**src/rtl/mux_nto1_pipe_array_pkg.sv**
```systemverilog
// Shared types and helpers for the pipelined multi-lane operand selector.
package mux_pipe_pkg;

  localparam int unsigned DEF_NUM_IN = 16;
  localparam int unsigned MAX_W      = 64;

  function automatic int unsigned sel_width(input int unsigned num_in);
    return $clog2(num_in + 1);
  endfunction

  // Select code that always yields a zero operand.
  localparam int unsigned ZERO_SEL = DEF_NUM_IN;

  typedef logic [sel_width(DEF_NUM_IN)-1:0] lane_sel_t;

  // Callers truncate the result to their operand width.
  function automatic logic [MAX_W-1:0] twos_neg(input logic [MAX_W-1:0] v);
    return (~v) + MAX_W'(1);
  endfunction

endpackage

```
**src/rtl/mux_nto1_zero.sv**
```systemverilog
// One output lane: pick an operand (or zero for out-of-range codes), then optionally negate.
module mux_nto1_zero
  import mux_pipe_pkg::*;
#(
  parameter int unsigned DATA_WIDTH = 8,
  parameter int unsigned NUM_IN     = 16,
  parameter int unsigned SEL_W      = 5
) (
  input  logic [NUM_IN-1:0][DATA_WIDTH-1:0] i_vec,
  input  logic [SEL_W-1:0]                  i_sel,
  input  logic                              i_neg,
  output logic [DATA_WIDTH-1:0]             o_res
);

  logic [DATA_WIDTH-1:0] w_sel_v;

  // Compare-based select: codes >= NUM_IN match nothing and fall through to zero.
  always_comb begin
    w_sel_v = '0;
    for (int unsigned i = 0; i < NUM_IN; i++) begin
      if (i_sel == SEL_W'(i)) w_sel_v = i_vec[i];
    end
  end

  assign o_res = i_neg ? DATA_WIDTH'(twos_neg(MAX_W'(w_sel_v))) : w_sel_v;

endmodule

```
**src/rtl/mux_nto1_pipe_array.sv**
```systemverilog
// Two-stage handshaked selector: S1 captures the operand beat, S2 registers per-lane results.
module mux_nto1_pipe_array
  import mux_pipe_pkg::*;
#(
  parameter  int unsigned DATA_WIDTH = 8,
  parameter  int unsigned NUM_IN     = 16,
  parameter  int unsigned NUM_LANE   = 4,
  localparam int unsigned SEL_W      = sel_width(NUM_IN)
) (
  input  logic                                clk,
  input  logic                                reset,
  input  logic                                in_valid,
  output logic                                in_ready,
  input  logic [NUM_IN-1:0][DATA_WIDTH-1:0]   vec_in,
  input  logic [NUM_LANE-1:0][SEL_W-1:0]      sel_in,
  input  logic [NUM_LANE-1:0]                 neg_in,
  output logic                                out_valid,
  input  logic                                out_ready,
  output logic [NUM_LANE-1:0][DATA_WIDTH-1:0] lane_out
);

  logic                                r_s1_valid;
  logic [NUM_IN-1:0][DATA_WIDTH-1:0]   r_s1_vec;
  logic [NUM_LANE-1:0][SEL_W-1:0]      r_s1_sel;
  logic [NUM_LANE-1:0]                 r_s1_neg;
  logic                                r_s2_valid;
  logic [NUM_LANE-1:0][DATA_WIDTH-1:0] r_lane_out;

  logic                                w_s1_load;
  logic                                w_s2_load;
  logic [NUM_LANE-1:0][DATA_WIDTH-1:0] w_lane;

  assign w_s2_load = r_s1_valid && (!r_s2_valid || out_ready);
  assign in_ready  = !r_s1_valid || w_s2_load;
  assign w_s1_load = in_valid && in_ready;

  for (genvar g = 0; g < NUM_LANE; g++) begin : g_lane
    mux_nto1_zero #(
      .DATA_WIDTH (DATA_WIDTH),
      .NUM_IN     (NUM_IN),
      .SEL_W      (SEL_W)
    ) u_mux (
      .i_vec (r_s1_vec),
      .i_sel (r_s1_sel[g]),
      .i_neg (r_s1_neg[g]),
      .o_res (w_lane[g])
    );
  end

  always_ff @(posedge clk) begin
    if (reset) begin
      r_s1_valid <= 1'b0;
      r_s1_vec   <= '0;
      r_s1_sel   <= '0;
      r_s1_neg   <= '0;
      r_s2_valid <= 1'b0;
      r_lane_out <= '0;
    end else begin
      if (w_s1_load) begin
        r_s1_vec <= vec_in;
        r_s1_sel <= sel_in;
        r_s1_neg <= neg_in;
      end
      if (w_s1_load)      r_s1_valid <= 1'b1;
      else if (w_s2_load) r_s1_valid <= 1'b0;

      // S2 result only changes on a load, so a stalled beat stays stable.
      if (w_s2_load) begin
        r_s2_valid <= 1'b1;
        r_lane_out <= w_lane;
      end else if (out_ready) begin
        r_s2_valid <= 1'b0;
      end
    end
  end

  assign out_valid = r_s2_valid;
  assign lane_out  = r_lane_out;

endmodule

```
**config.mk**
```make
export PLATFORM = sky130hd
export DESIGN_NAME = mux_nto1_pipe_array
export DESIGN_NICKNAME = d
export VERILOG_FILES = /design/src/rtl/mux_nto1_pipe_array_pkg.sv /design/src/rtl/mux_nto1_zero.sv /design/src/rtl/mux_nto1_pipe_array.sv
export SDC_FILE = /design/constraint.sdc
export NUM_CORES = 1
export LEC_CHECK = 0
export BUFFER_PORTS_ARGS = -buffer_cell sky130_fd_sc_hd__buf_2
export CELL_PAD_IN_SITES_DETAIL_PLACEMENT = 0
export CELL_PAD_IN_SITES_GLOBAL_PLACEMENT = 1
export CORE_ASPECT_RATIO = 0.5
export CORE_MARGIN = 4
export CORE_UTILIZATION = 35
export DETAILED_ROUTE_END_ITERATION = 6
export PLACE_DENSITY_LB_ADDON = 0.1
export SYNTH_ARGS = -nofsm -noshare
export SYNTH_HDL_FRONTEND = slang
export SYNTH_SLANG_ARGS = --single-unit
```
**constraint.sdc**
```tcl
create_clock -name clk -period 5.7 [get_ports clk]
set_clock_uncertainty 0.15 [all_clocks]
set_input_delay 1.14 -clock clk [delete_from_list [all_inputs] [get_ports clk]]
set_output_delay 1.14 -clock clk [all_outputs]
set_load 0.03 [all_outputs]
```
### Word-level counts from Yosys, hierarchy flattened

Cells that the tools add are included.

| storage, ports and cells | value |
|---|---|
| logic and storage cells | 179 |
| bits in latches | 0 |
| memory bits (read-only) | 0 |
| register bits | 186 |
| memories kept | 0 |
| output and inout port bits | 34 |
| RAM bits | 0 |

| operators by class | value |
|---|---|
| div/mod/pow operators | 0 |
| shift operators | 0 |
| magnitude comparators | 0 |
| bitwise gates (word level) | 4 |
| $mul | 0 |
| mux-type cells | 72 |
| equality and inequality tests | 60 |
| reductions and logical operators | 12 |
| add/sub/neg operators | 4 |

Operators by type and width:

| kind | count |
|---|---|
| 8-bit 2-to-1 mux | 68 |
| 5-bit by 4-bit == test with 1-bit output, second input constant | 32 |
| 5-bit by 3-bit == test with 1-bit output, second input constant | 16 |
| 5-bit by 2-bit == test with 1-bit output, second input constant | 8 |
| 8-bit by 1-bit adder with 8-bit output, second input constant | 4 |
| 8-bit NOT | 4 |
| 5-bit by 1-bit == test with 1-bit output, second input constant | 4 |
| 5-bit zero test | 4 |
| 1-bit 2-to-1 mux | 4 |
| 2-bit nonzero test | 2 |
| 1-bit logical AND | 2 |
| 1-bit zero test | 2 |
| 1-bit logical OR | 2 |

### Logic depth before layout (Yosys ltp)

| depth | value |
|---|---|
| depth after elaboration | 20 |
| depth in mapped cells | 13 |

### Cells and area by module

Synthesis repeated with hierarchy kept, for this count alone.

| second synthesis, totals | value |
|---|---|
| cell total of the unflattened synthesis | 1773 |
| area total of the unflattened synthesis | 14841.7 µm² |

Modules (own cells, without submodules):

| module | instances | cells an instance | area each (µm²) | seq. area each (µm²) |
|---|---|---|---|---|
| mux_nto1_pipe_array | 1 | 814 | 8042.7 | 3723.6 |
| mux_nto1_zero (g_lane[1].u_mux ...) | 3 | 232 | 1681.6 | 0.0 |
| mux_nto1_zero (g_lane[0].u_mux) | 1 | 263 | 1754.2 | 0.0 |

### Worst setup path after synthesis

Ideal clock, no wire load.

| timing | value |
|---|---|
| path kind | input-to-output |
| start | input out_ready |
| end | output in_ready |
| cell stages on the path | 2 |
| data arrival time | 1.599 ns |
| path slack | 2.811 ns |
| buffers on the path | 0 |
| path through | nor2b_1 > nand2_1 |

| on the way | value |
|---|---|
| longest elaborated chain between the ends | 3 |

RTL lines:

| item | line | text |
|---|---|---|
| start: declaration | mux_nto1_pipe_array.sv:18 | `input logic out_ready,` |
| 1-bit logical OR | mux_nto1_pipe_array.sv:33 | `assign w_s2_load = r_s1_valid && (!r_s2_valid \|\| out_ready);` |
| 1-bit logical AND | mux_nto1_pipe_array.sv:33 |  |
| 1-bit logical OR | mux_nto1_pipe_array.sv:34 | `assign in_ready = !r_s1_valid \|\| w_s2_load;` |
| end: declaration | mux_nto1_pipe_array.sv:13 | `output logic in_ready,` |

No other way between the ends.

### Final worst setup path

| timing | value |
|---|---|
| start | register r_s1_sel[5] in the netlist's numbering |
| end | register r_lane_out, in the netlist lane_out[15] |

| on the way | value |
|---|---|
| longest elaborated chain between the ends | 20 |

RTL lines:

| item | line | text |
|---|---|---|
| start: declaration | mux_nto1_pipe_array.sv:24 | `logic [NUM_LANE-1:0][SEL_W-1:0] r_s1_sel;` |
| start signal: assignment | mux_nto1_pipe_array.sv:61 | `r_s1_sel <= sel_in;` |
| 5-bit zero test | mux_nto1_zero.sv:21 | `if (i_sel == SEL_W'(i)) w_sel_v = i_vec[i];` |
| 8-bit 2-to-1 mux (15 in a row) | mux_nto1_zero.sv:21 |  |
| 8-bit 2-to-1 mux (*) | mux_nto1_zero.sv:21 |  |
| 8-bit NOT | mux_nto1_pipe_array_pkg.sv:18 | `return (~v) + MAX_W'(1);` |
| 8-bit by 1-bit adder with 8-bit output | mux_nto1_pipe_array_pkg.sv:18 |  |
| 8-bit 2-to-1 mux (*) | mux_nto1_zero.sv:25 | `assign o_res = i_neg ? DATA_WIDTH'(twos_neg(MAX_W'(w_sel_v))) : w_sel_v;` |
| end signal: assignment | mux_nto1_pipe_array.sv:70 | `r_lane_out <= w_lane;` |
| end: declaration | mux_nto1_pipe_array.sv:27 | `logic [NUM_LANE-1:0][DATA_WIDTH-1:0] r_lane_out;` |

Mark *: on every way between the ends. The rest lies on a longest branch, timed or not.
A chain may end at the register's enable or synchronous reset.

==> out/results.ini <==
[worst_setup_path]
startpoint=r_s1_sel[5]
r2r-start=r_s1_sel[5]
startpoint_type=register
critPathBufInv=2
r2r_cells=9
crit_type=reg2reg
crit_end=lane_out[15]
r2r-end=lane_out[15]
ff2ff_setup_slack_ns=1.75
critPathTopFamily=compound AO/OA/AOI/OAI gates
arrival_ns=4.17
cp_num_cells=9
critical-path-max-stage-delay_ns=1.02
crit_chain=clkinv_1, buf_4, nor3_1, a31oi_1, a31o_2, a222oi_1, or3_1, o21ai_0, nor4_1
crit_fanout=42
required_ns=5.91
critPathCaptureType=register
slowest_stage=dfxtp_2

[timing]
finalSetupViolCount=0
final.min_clock_period_ns=3.95
final.period_utilization_pct=69.4
worstMarginPinSlew_ns=1.34
hold_violations=0
finalSetupTns_ns=0
relSlewSlack_pct=9.40
slew_violations=0
rsz0062_at_grt=false
max_freq_mhz=253

[place]
dp.cells=2308
place.gp.congestion=1.11
hpwl_um=53400
portBuffers=189

[cts]
clkLatencyLatePin_ns=0.47
clock-sinks=186
cts_inserted_buffers=17
postCtsHoldBufs=0
cts-resized-gates=0
cts_tree=built
ctsHtreeMaxLevel=4
cts_root_buf=clkbuf_16
cts.path.max_buffers=2
post-cts-setup-buffer-count=0
clkTransAtPathRegs_ns=0.08

[pwr]
leakage_nw=5.34
ir_drop_uv=189
powerDensity_nw_per_um2=254

[global_route]
antenna_found_initial=1
overflow=0
grt_first_pass_wirelength_um=99500
grt_usage_pct=34.0
grt_max_degree=153
grt_pass1_vias=13400

[job]
drv_cap=0

[synth]
synth_edf_count=0
synth_flop_cell=dfxtp_1
synth_cell_types=94
async_flop_share_pct=0
synth_area_um2=13000
synthCells=1761
syn_nets=1921
ys_seq_elements=186
synth-seq-area-share_pct=28.6
synth.avg_cell_area_um2=7.39
ys.warnings.count=0

[die]
fp-row-count=49
die_area_um2=40500
coreArea_um2=36300
die_h_um=144
ios=190
initial_utilization_pct=35.9
dieWidth_um=281

[drt]
wl_per_cell_um=30.1
postRouteAntennaNets=0
drt_iter0_markers=2165
vias=14900
finalWirelength_um=70500
drt_pass1_iterations=6
via_per_inst=6.36
drc=0

[final_layout]
final_common_cell=nand2_1
nets=2003
syn_to_final_growth_pct=12.9
drive_gt1_share_pct=18.2
finalNonFillerCells=2341
fillCellCount=3828
final_cell_mix=412 x nand2_1, 233 x a21oi_1, 188 x buf_2

[min_path]
worstHoldStart=lane_out[0]
hold_class=reg2reg

[run_status]
outcome=complete, no violations

[cell families (layout without fill, tap and decap cells)]
group / after synthesis / in the layout / synth area share, %
AOI/OAI and AO/OA: 553 / 553 / 27.4
buffers and inverters: 179 / 274 / 6.32
DFF: 186 / 186 / 28.6
other: 0 / 1 / 0
muxes: 111 / 111 / 11.1
xor gates and xnor gates: 12 / 12 / 0.807
and+or+nand+nor: 716 / 716 / 25.4
adders and majority gates: 4 / 4 / 0.384
[cells in the mapped netlist, types with 16 or more instances]
| master | instances | share of area [%] |
|---|---|---|
| a31oi_1 | 20 | 0.96 |
| inv_1 | 24 | 0.69 |
| o22ai_1 | 29 | 1.4 |
| clkbuf_1 | 75 | 2.2 |
| buf_2 | 49 | 1.9 |
| mux2i_1 | 56 | 4.3 |
| a211oi_1 | 20 | 1.2 |
| o21ai_0 | 65 | 2.5 |
| a221oi_1 | 17 | 1.1 |
| a21oi_1 | 233 | 9.0 |
| mux4_2 | 20 | 3.5 |
| dfxtp_1 | 186 | 29 |
| o211ai_1 | 16 | 0.92 |
| nor2b_1 | 28 | 1.3 |
| nand3_1 | 31 | 1.2 |
| nand2b_1 | 34 | 1.6 |
| nor3_1 | 16 | 0.62 |
| nor3b_1 | 16 | 0.92 |
| nor2_1 | 87 | 2.5 |
| nand2_1 | 413 | 12 |
| mux2_2 | 31 | 2.7 |
| o221ai_1 | 18 | 1.2 |
[metrics by stage]
step                      instance area, µm²  worst slack [ns]  power (mW)  util (%)  hold slack [ns]
after floorplan                        13000              2.81        2.05         -            0.296
after global placement                 14100              1.90        2.44      38.8            0.291
after detailed placement               14100              1.93        2.44      38.8            0.296
after CTS                              14700              1.92        3.71      40.5            0.306
after global routing                   14700              1.59        3.87      40.5            0.334
final                                  14700              1.75        3.73      40.5            0.304
[cell type report]
type	count	area [µm²]	area share (%)
multi-input combinational	1396	8490	57.8
sequential	186	3730	25.4
timing repair buffer	215	1160	7.89
tap	484	606	4.12
clock buffer	18	429	2.92
clock inverter	14	176	1.20
inverter	27	101	0.690
antenna	1	2.50	0.0170
[layer usage]
metal  routed length [µm]  up-vias  track usage, %
li1                     -     6545               -
met1                33400     7219            51.7
met2                25600     1003            43.6
met3                 9600      130            13.6
met4                 1830        2            8.20
met5                   17        -               0
[worst min path at each step]
stage | depth (start not counted) | to
after global routing | 2 | lane_out[26]
after detailed placement | 2 | lane_out[0]
after floorplan | 2 | r_s1_vec[86]
final | 2 | lane_out[0]
after global placement | 2 | lane_out[2]
after CTS | 2 | lane_out[0]
[sequential cells by signal (all words and copies together) (netlist names)]
register    cells
r_s1_vec      128
lane_out       32
r_s1_sel       20
r_s1_neg        4
out_valid       1
r_s1_valid      1
[report_power, final]
group,switching (mW),internal [mW],leakage (nW)
Sequential,0.235,1.38,1.53
Combinational,0.540,0.315,3.51
Clock,0.633,0.634,0.296
Total,1.41,2.32,5.34
[worst register-to-register path, cell delays in order (launching register included)]
cell and delay (ns):
dfxtp_2 1.02, clkinv_1 0.20, buf_4 0.27, nor3_1 0.34, a31oi_1 0.13, a31o_2 0.31, a222oi_1 0.85, or3_1 0.21
o21ai_0 0.07, nor4_1 0.30
No activity file was read; power rests on OpenSTA's default activity.
